**config.mk**
```make
export PLATFORM = sky130hd
export DESIGN_NAME = lfsr16
export DESIGN_NICKNAME = d
export VERILOG_FILES = /design/src/rtl/axistream_sort_checker_pkg.sv /design/src/rtl/axistream_sort_checker_lfsr16.sv
export SDC_FILE = /design/constraint.sdc
export NUM_CORES = 1
export LEC_CHECK = 0
export BUFFER_PORTS_ARGS = -buffer_cell sky130_fd_sc_hd__buf_2
export CAP_MARGIN = 30
export CORE_MARGIN = 2
export CORE_UTILIZATION = 52
export CTS_CLUSTER_DIAMETER = 40
export DETAILED_ROUTE_END_ITERATION = 8
export PLACE_DENSITY = 0.83
export SLEW_MARGIN = 40
export SYNTH_ARGS = -nofsm -noshare
export SYNTH_HDL_FRONTEND = slang
export SYNTH_SLANG_ARGS = --single-unit
export TNS_END_PERCENT = 50
```
**constraint.sdc**
```tcl
create_clock -name clk -period 2.5 [get_ports clk]
set_input_delay 0.25 -clock clk [delete_from_list [all_inputs] [get_ports clk]]
set_output_delay 0.25 -clock clk [all_outputs]
set_load 0.02 [all_outputs]
```
**src/rtl/axistream_sort_checker_pkg.sv**
```systemverilog
// rtl/axistream_sort_checker_pkg.sv - shared sort constants: checker states, LFSR seed/taps, order polarity
// Contents:
//   chk_state_t         FIRST/BODY state encoding of the sort checker
//   LFSR_SEED/LFSR_TAPS 16-bit maximal-length LFSR (taps 16,14,13,11)
//   ORDER_*             ASCENDING parameter values, shared with the swapper stages
package axistream_sort_checker_pkg;

    typedef enum logic {
        ST_FIRST = 1'b0,
        ST_BODY  = 1'b1
    } chk_state_t;

    localparam logic [15:0] LFSR_SEED = 16'hACE1;
    // Tap positions 16,14,13,11 map to state bits 15,13,12,10.
    localparam logic [15:0] LFSR_TAPS = 16'hB400;

    localparam bit ORDER_DESCENDING = 1'b0;
    localparam bit ORDER_ASCENDING  = 1'b1;

    function automatic logic lfsr_feedback(input logic [15:0] s);
        return ^(s & LFSR_TAPS);
    endfunction

endpackage

```
**src/rtl/axistream_sort_checker_lfsr16.sv**
```systemverilog
// rtl/axistream_sort_checker_lfsr16.sv - 16-bit Fibonacci LFSR used for pseudo-random backpressure
// Ports:
//   clk     in   clock, rising edge
//   rst_n   in   asynchronous active-low reset, loads LFSR_SEED
//   enable  in   advance one step per cycle when high
//   state   out  current 16-bit LFSR state
module lfsr16
    import axistream_sort_checker_pkg::*;
(
    input  logic        clk,
    input  logic        rst_n,
    input  logic        enable,
    output logic [15:0] state
);

    always_ff @(posedge clk or negedge rst_n) begin
        if (!rst_n) begin
            state <= LFSR_SEED;
        end else if (enable) begin
            state <= {state[14:0], lfsr_feedback(state)};
        end
    end

endmodule

```
Word level (Yosys, flattened, before mapping):

Cells that the tools add are included.

* register bits: 16
* bits in latches: 0
* memory bits (writable): 0
* ROM bits: 0
* memories kept: 0

* $add $sub $neg: 0
* multipliers: 0
* divide/modulo/power cells: 0
* $lt $le $gt $ge: 0
* equal/unequal tests: 0
* shift operators: 0
* muxes and demuxes: 0
* bitwise gates (word level): 0
* reduce and logical (&&, ||, !) cells: 1

Operators by type and width (number)
* $reduce_xor A16 Y1: 1

Longest topological paths before layout:

Gate-level depths: netlist of run 1.

* word-level depth: 1
* gate-level depth with buffers: 4
* mapped depth without buffers: 3

Least setup slack after synthesis of run 1:

Ideal clock, no wire load.

* kind: register -> register
* start: register state[10]
* end: register state[0]
* setup time: 0.073 ns
* arrival time: 0.952 ns
* data required time: 2.427 ns
* slack: 1.475 ns
* stages on the path, launching flop included: 4
* path buffers: 0
* period minus slack after synthesis: 1.025 ns
* cell sequence: dfstp_2 -> xnor2_1 -> xnor2_1 -> a21oi_1

* longest elaborated chain between the ends: 1

Ends and longest elaborated chain
* start: declaration: RTL line axistream_sort_checker_lfsr16.sv:13 `output logic [15:0] state`
* start signal: assignment: RTL line axistream_sort_checker_lfsr16.sv:20 `state <= {state[14:0], lfsr_feedback(state)};`
* $reduce_xor A16 Y1: RTL line axistream_sort_checker_pkg.sv:21 `return ^(s & LFSR_TAPS);`

No other way between the ends.
A chain may end at the register's enable or synchronous reset.

Worst setup path after layout of run 1:

* start: register state[10]
* end: output state[10]

No word-level cell between the ends.

==> key figures, run 1 <==
Synth
  • Post-Synth Adder-Cell Area: 0%
  • Synth Area in Compound Gates: less than 1%
  • Synth unique cells: 9
  • Xor/xnor share of the synthesized area: 3.89%
  • Gate count of the mapped netlist: 38
  • Main combinational cell family by area after synthesis: multiplexers
  • Mux cell area share after synthesis: 29.4%
  • YS warnings: 0
  • Synth Register Bits: 16
  • Mapped Area: roughly 680 um2
  • Avg Inst Size Synth: 17.8 um2
  • Post-Syn Nets: 41
  • Seq/Total Area, Yosys: 60.7%
  • Simple-Gate Fraction of Synth Area: less than 1%

STA
  • Fin crit share: 50.7%
  • Clock Skew: 0.00439 ns
  • Setup TNS: 0 ns
  • Final worst path period need: 1.27 ns
  • Final setup violation count: 0
  • Hold slack: approximately 0.4 ns
  • Relative slew slack: between 70% and 80%
  • Final Hold Viols: 0
  • Worst Max-Slew Pin Slew: 0.409 ns
  • Max Clk Rate: 0.789 GHz
  • Final Max Slew Viols: 0
  • RSZ-0062 raised after global routing: false

Setup path
  • WP data arrival: 1.02 ns
  • Critical Path RT: 2.25 ns
  • CP Depth: 1
  • Buf/Inv on CP: 1
  • Critical Path Sink Type: output port
  • Worst R2R Path Depth: 3
  • Startpoint Class: flip-flop
  • CP Cell Sequence: buf_2
  • Setup CP Type: flip-flop to output port
  • Slowest CP cell: dfstp_2
  • CP delay by family, top: flip-flops
  • Setup crit start: state[10]
  • Crit-path max FO: 4
  • FF-to-FF setup slack: 1.46 ns
  • Reg2reg start: state[10]
  • Max incr delay on CP: 0.57 ns

Drt
  • Final wirelength: 985 um
  • Via count: 352
  • Iteration-0 DRC Markers: 0
  • Via density: just under 5
  • Post-detailed-route count of antenna-violating nets: 0
  • TritonRoute pass-1 iters: 1
  • Wire per inst: 13.5 um
  • DRC errors left: 0

Outcome
  • Status: completed

Clock tree
  • Reg clk slew, reported paths: 0.09 ns
  • Post-CTS setup repair buffer count: 0
  • Worst skew pair latency: 0.27 ns
  • Sink Count: 16
  • Root Buffer: clkbuf_4
  • Inserted Clock Buffers: 3
  • CTS tree: done
  • Deepest clock path buffer count: 2
  • H-tree Lvls: 1

Final layout
  • Biggest regs: state: 16 flops
  • Fill cell count: 89
  • # diodes: 0
  • Multi-input logic area: 234 um2
  • Layout area overhead: 18.1%
  • Max reg flops: 16
  • Share of cells above drive strength 1: 76.3%
  • Sequential cell area: 410 um2
  • Total Nets Final: 63
  • Most frequent cells in the layout: buf_2, mux2_4, dfstp_2, dfrtp_1, mux2_2
  • Commonest non-fill, non-tap cell in the layout: buf_2
  • Register with the most flip-flops: state

Floorplan
  • Starting Density: 58.4%
  • Chip height: 40.0 um
  • Rows: 12
  • Die boundary width: between 40 and 50 um
  • DIE AREA: 1600 um2
  • Boundary pin count: 19
  • Core area: 1160 um2

Power
  • Sw frac: between 30 and 40%
  • Power per cell area: 1590 nW/um2
  • Sequential share of power: 43.3%
  • Pint: around 800 uW
  • Gate power share: 43.9%
  • Clock power share: 12.8%
  • Leakage: approximately 0.00037 uW
  • VDD IR max: just under 0.8 mV
  • Net Sw Power: between 400 and 500 uW

Global routing
  • Antenna violations before repair: 0
  • Total congestion overflow: 0
  • Vias in the first global route: 330
  • Total track usage: between 10% and 20%
  • Largest net degree at the start of global routing: 18
  • First-pass GRT wire length: 1.53 mm

Run
  • Max_cap viols: 0

Placement
  • Port Buffers: 18
  • RePlAce Congestion: 0.643

Min path
  • Class of the worst hold path: input port to asynchronous set/reset pin
-- cell families (layout without fill, tap and decap cells) --
kind of cell,count (synthesis),count (layout)
AO/OA/AOI/OAI,1,1
buffers and inverters,2,23
flip-flops,16,16
XOR/XNOR,3,3
AND/OR/NAND/NOR,1,1
multiplexers,15,15
-- per-layer routing --
| layer | vias up | part of all wire, % | track usage (%) |
|---|---|---|---|
| met2 | 11 | 48 | 24.2 |
| met1 | 169 | 46 | 19.4 |
| met5 | - | 0 | 0 |
| met4 | 0 | 0 | 2.59 |
| li1 | 172 | - | - |
| met3 | 0 | 5.8 | 3.33 |
-- synth_stat cells --
master   instances  area, um2
a21oi_1          1       5.00
buf_12           1       20.0
buf_6            1       11.3
dfrtp_1          8        200
dfstp_2          8        210
mux2_2           7       78.8
mux2_4           8        120
nor2_1           1       3.75
xnor2_1          3       26.3
-- repair_timing --
action / CTS / global route
hold endpoints to repair: 8 / 0
gates resized for setup: 0 / 0
hold buffers: 1 / 0
-- worst paths after layout --
path | to
max in group asynchronous | state[6]
worst min register to register | state[0]
worst max register to register | state[0]
worst min-delay path | state[8]
worst max-delay path | state[10]
min in group clk | state[0]
-- worst register-to-register path, delay by kind of cell, from the launching register on --
family / cells / cell delay, ns
xor+xnor: 2 / 0.23
compound gates: 1 / 0.17
flops: 1 / 0.57
-- layout make-up --
class                           instances  share of cell area (%)
Clock buffer                            4                    4.55
Multi-Input combinational cell         20                    29.3
Sequential cell                        16                    51.4
Tap cell                               14                    2.19
Timing Repair Buffer                   19                    12.5
-- metrics by stage --
stage / util, % / area [um2] / instances / total power, uW / setup WS (ns)
after floorplan: - / 676 / 38 / 947 / 1.48
after global placement: 65.0 / 752 / 68 / 1100 / 1.40
after detailed placement: 65.0 / 752 / 68 / 1120 / 1.39
after CTS: 69.0 / 798 / 73 / 1290 / 1.22
after global routing: 69.0 / 798 / 73 / 1350 / 1.19
final: 69.0 / 798 / 73 / 1270 / 1.23
-- power groups by stage --
| stage | logic [uW] | registers, uW | clock network, uW |
|---|---|---|---|
| 6_report | 559 | 551 | 162 |
| 2_1_floorplan | 234 | 712 | 0 |
| 3_3_place_gp | 551 | 550 | 0 |
| 3_5_place_dp | 562 | 558 | 0 |
| 5_1_grt | 598 | 574 | 177 |
| 4_1_cts | 568 | 553 | 170 |
(Power assumes the default switching activity.)
==> run 2, diff against run 1 <==
--- a/config.mk
+++ b/config.mk
@@ -8,10 +8,10 @@
 export BUFFER_PORTS_ARGS = -buffer_cell sky130_fd_sc_hd__buf_2
 export CAP_MARGIN = 30
 export CORE_MARGIN = 2
-export CORE_UTILIZATION = 52
+export CORE_UTILIZATION = 48
 export CTS_CLUSTER_DIAMETER = 40
 export DETAILED_ROUTE_END_ITERATION = 8
-export PLACE_DENSITY = 0.83
+export PLACE_DENSITY = 0.77
 export SLEW_MARGIN = 40
 export SYNTH_ARGS = -nofsm -noshare
 export SYNTH_HDL_FRONTEND = slang
==> constraint.sdc (replaced) <==
create_clock -name clk -period 1.25 [get_ports clk]
set_input_delay 0.125 -clock clk [delete_from_list [all_inputs] [get_ports clk]]
set_output_delay 0.125 -clock clk [all_outputs]
set_load 0.02 [all_outputs]
==> key figures, run 2 (synthesis results as in run 1) <==
Outcome
  • Status: completed

STA
  • Relative slew slack: 71.4%
  • Clock Skew: about 0.0065 ns
  • Setup TNS: 0 ns
  • RSZ-0062 raised after global routing: false
  • Max Clk Rate: 0.862 GHz
  • Final setup violation count: 0
  • Final Max Slew Viols: 0
  • Final Hold Viols: 0
  • Worst Max-Slew Pin Slew: 0.429 ns
  • Fin crit share: 92.8%
  • Final worst path period need: around 1.2 ns

Power
  • Sw frac: 37.5%
  • Total chip power: 2560 uW
  • Sequential share of power: 43.2%
  • Clock power share: around an eighth
  • VDD IR max: 1.65 mV
  • Net Sw Power: 961 uW
  • Gate power share: 43.6%
  • Power per cell area: roughly 3200 nW/um2
  • Pint: roughly 1600 uW
  • Leakage: 0.000373 uW

Setup path
  • Slowest CP cell: dfstp_2
  • Setup CP Type: flip-flop to output port
  • Critical Path Sink Type: output port
  • CP Cell Sequence: buf_2
  • WP data arrival: roughly 1 ns
  • Critical Path RT: 1.12 ns
  • Crit-path max FO: 4
  • Buf/Inv on CP: 1
  • Worst R2R Path Depth: 3
  • Reg2reg start: state[10]
  • Startpoint Class: flip-flop
  • Max incr delay on CP: 0.58 ns
  • RR Endpoint: state[0]
  • CP delay by family, top: flip-flops
  • FF-to-FF setup slack: 0.22 ns

Clock tree
  • Deepest clock path buffer count: 2
  • Post-CTS setup repair buffer count: 0
  • Sink Count: 16
  • Post_cts resized: 0
  • Worst skew pair latency: about 0.29 ns
  • H-tree Lvls: 1
  • CTS tree: done
  • Inserted Clock Buffers: 3
  • Reg clk slew, reported paths: around 0.1 ns
  • Root Buffer: clkbuf_4
  • Hold_buf cts: 1

Final layout
  • Fill cell count: 109
  • # diodes: 0
  • Commonest non-fill, non-tap cell in the layout: buf_2
  • Total Nets Final: 63
  • Biggest regs: state: 16 flops
  • Layout area overhead: 18.3%
  • Most frequent cells in the layout: buf_2, mux2_4, dfstp_2, dfrtp_1, mux2_2
  • Finished Layout Cells: 74
  • Max reg flops: 16
  • Register with the most flip-flops: state
  • Sequential cell area: 410 um2
  • Share of cells above drive strength 1: about three quarters
  • Multi-input logic area: 234 um2

Global routing
  • Total congestion overflow: 0
  • Met2 GRT Util: about a fifth
  • M3 GR Usage: under 10%
  • Largest net degree at the start of global routing: 18
  • Total track usage: 14.5%
  • Grt met1 use: 19.1%
  • Antenna violations before repair: 0
  • Global route hottest layer: met2
  • First-pass GRT wire length: 1.83 mm
  • Vias in the first global route: 381

Placement
  • RePlAce Congestion: 0.658
  • Inst Count DP: 69
  • HPWL after DPL: 740 um
  • Port Buffers: 18

Run
  • Max_cap viols: 0

Floorplan
  • Boundary pin count: 19
  • DIE AREA: 1720 um2
  • Rows: 13
  • Chip height: 41.5 um
  • Starting Density: 51.9%
  • Die boundary width: 41.5 um
  • Core area: ~1300 um2

Drt
  • Via count: 369
  • Post-detailed-route count of antenna-violating nets: 0
  • Iteration-0 DRC Markers: 5
  • DRC errors left: 0
  • TritonRoute pass-1 iters: 3
  • Via density: between 4 and 5
  • Final wirelength: 1.07 mm
  • Wire per inst: between 10 and 15 um

Min path
  • Class of the worst hold path: input port to asynchronous set/reset pin
[run 2: worst max path at each step]
| stage | slack [ns] | end | start | cells after the start |
|---|---|---|---|---|
| after floorplan | 0.23 | state[0] | state[10] | 3 |
| after global placement | 0.25 | state[14] | enable | 2 |
| after detailed placement | 0.23 | state[0] | state[10] | 3 |
| after CTS | 0.08 | state[10] | state[10] | 1 |
| after global routing | 0.05 | state[13] | state[13] | 1 |
| final | 0.09 | state[10] | state[10] | 1 |
[run 2: routing by layer]
layer | up-vias | wire length, um | share of wire (%)
met4 | 0 | 0 | 0
met1 | 183 | 509 | 48
met3 | 0 | 58 | 5.4
li1 | 174 | - | -
met5 | - | 0 | 0
met2 | 12 | 503 | 47
[run 2: cell type report]
class	count	area share, %
Sequential cell	16	51.3
Multi-Input combinational cell	20	29.3
Timing Repair Buffer	19	12.5
Clock buffer	4	4.54
Tap cell	15	2.35
[run 2: through the flow]
| stage | setup slack [ns] | utilization (%) | cell area, um2 | hold slack, ns |
|---|---|---|---|---|
| 2_1_floorplan | 0.225 | - | 676 | -0.171 |
| 3_3_place_gp | 0.248 | 57.9 | 753 | 0.0451 |
| 3_5_place_dp | 0.233 | 57.9 | 753 | 0.0457 |
| 4_1_cts | 0.0772 | 61.4 | 800 | 0.262 |
| 5_1_grt | 0.0469 | 61.4 | 800 | 0.295 |
| 6_report | 0.0905 | 61.4 | 800 | 0.277 |
[run 2: power by group through the flow]
stage | registers, uW | logic, uW | clock network [uW]
2_1_floorplan | 1420 | 469 | 0
3_3_place_gp | 1100 | 1100 | 0
3_5_place_dp | 1120 | 1130 | 0
4_1_cts | 1110 | 1130 | 353
5_1_grt | 1160 | 1190 | 380
6_report | 1110 | 1120 | 339
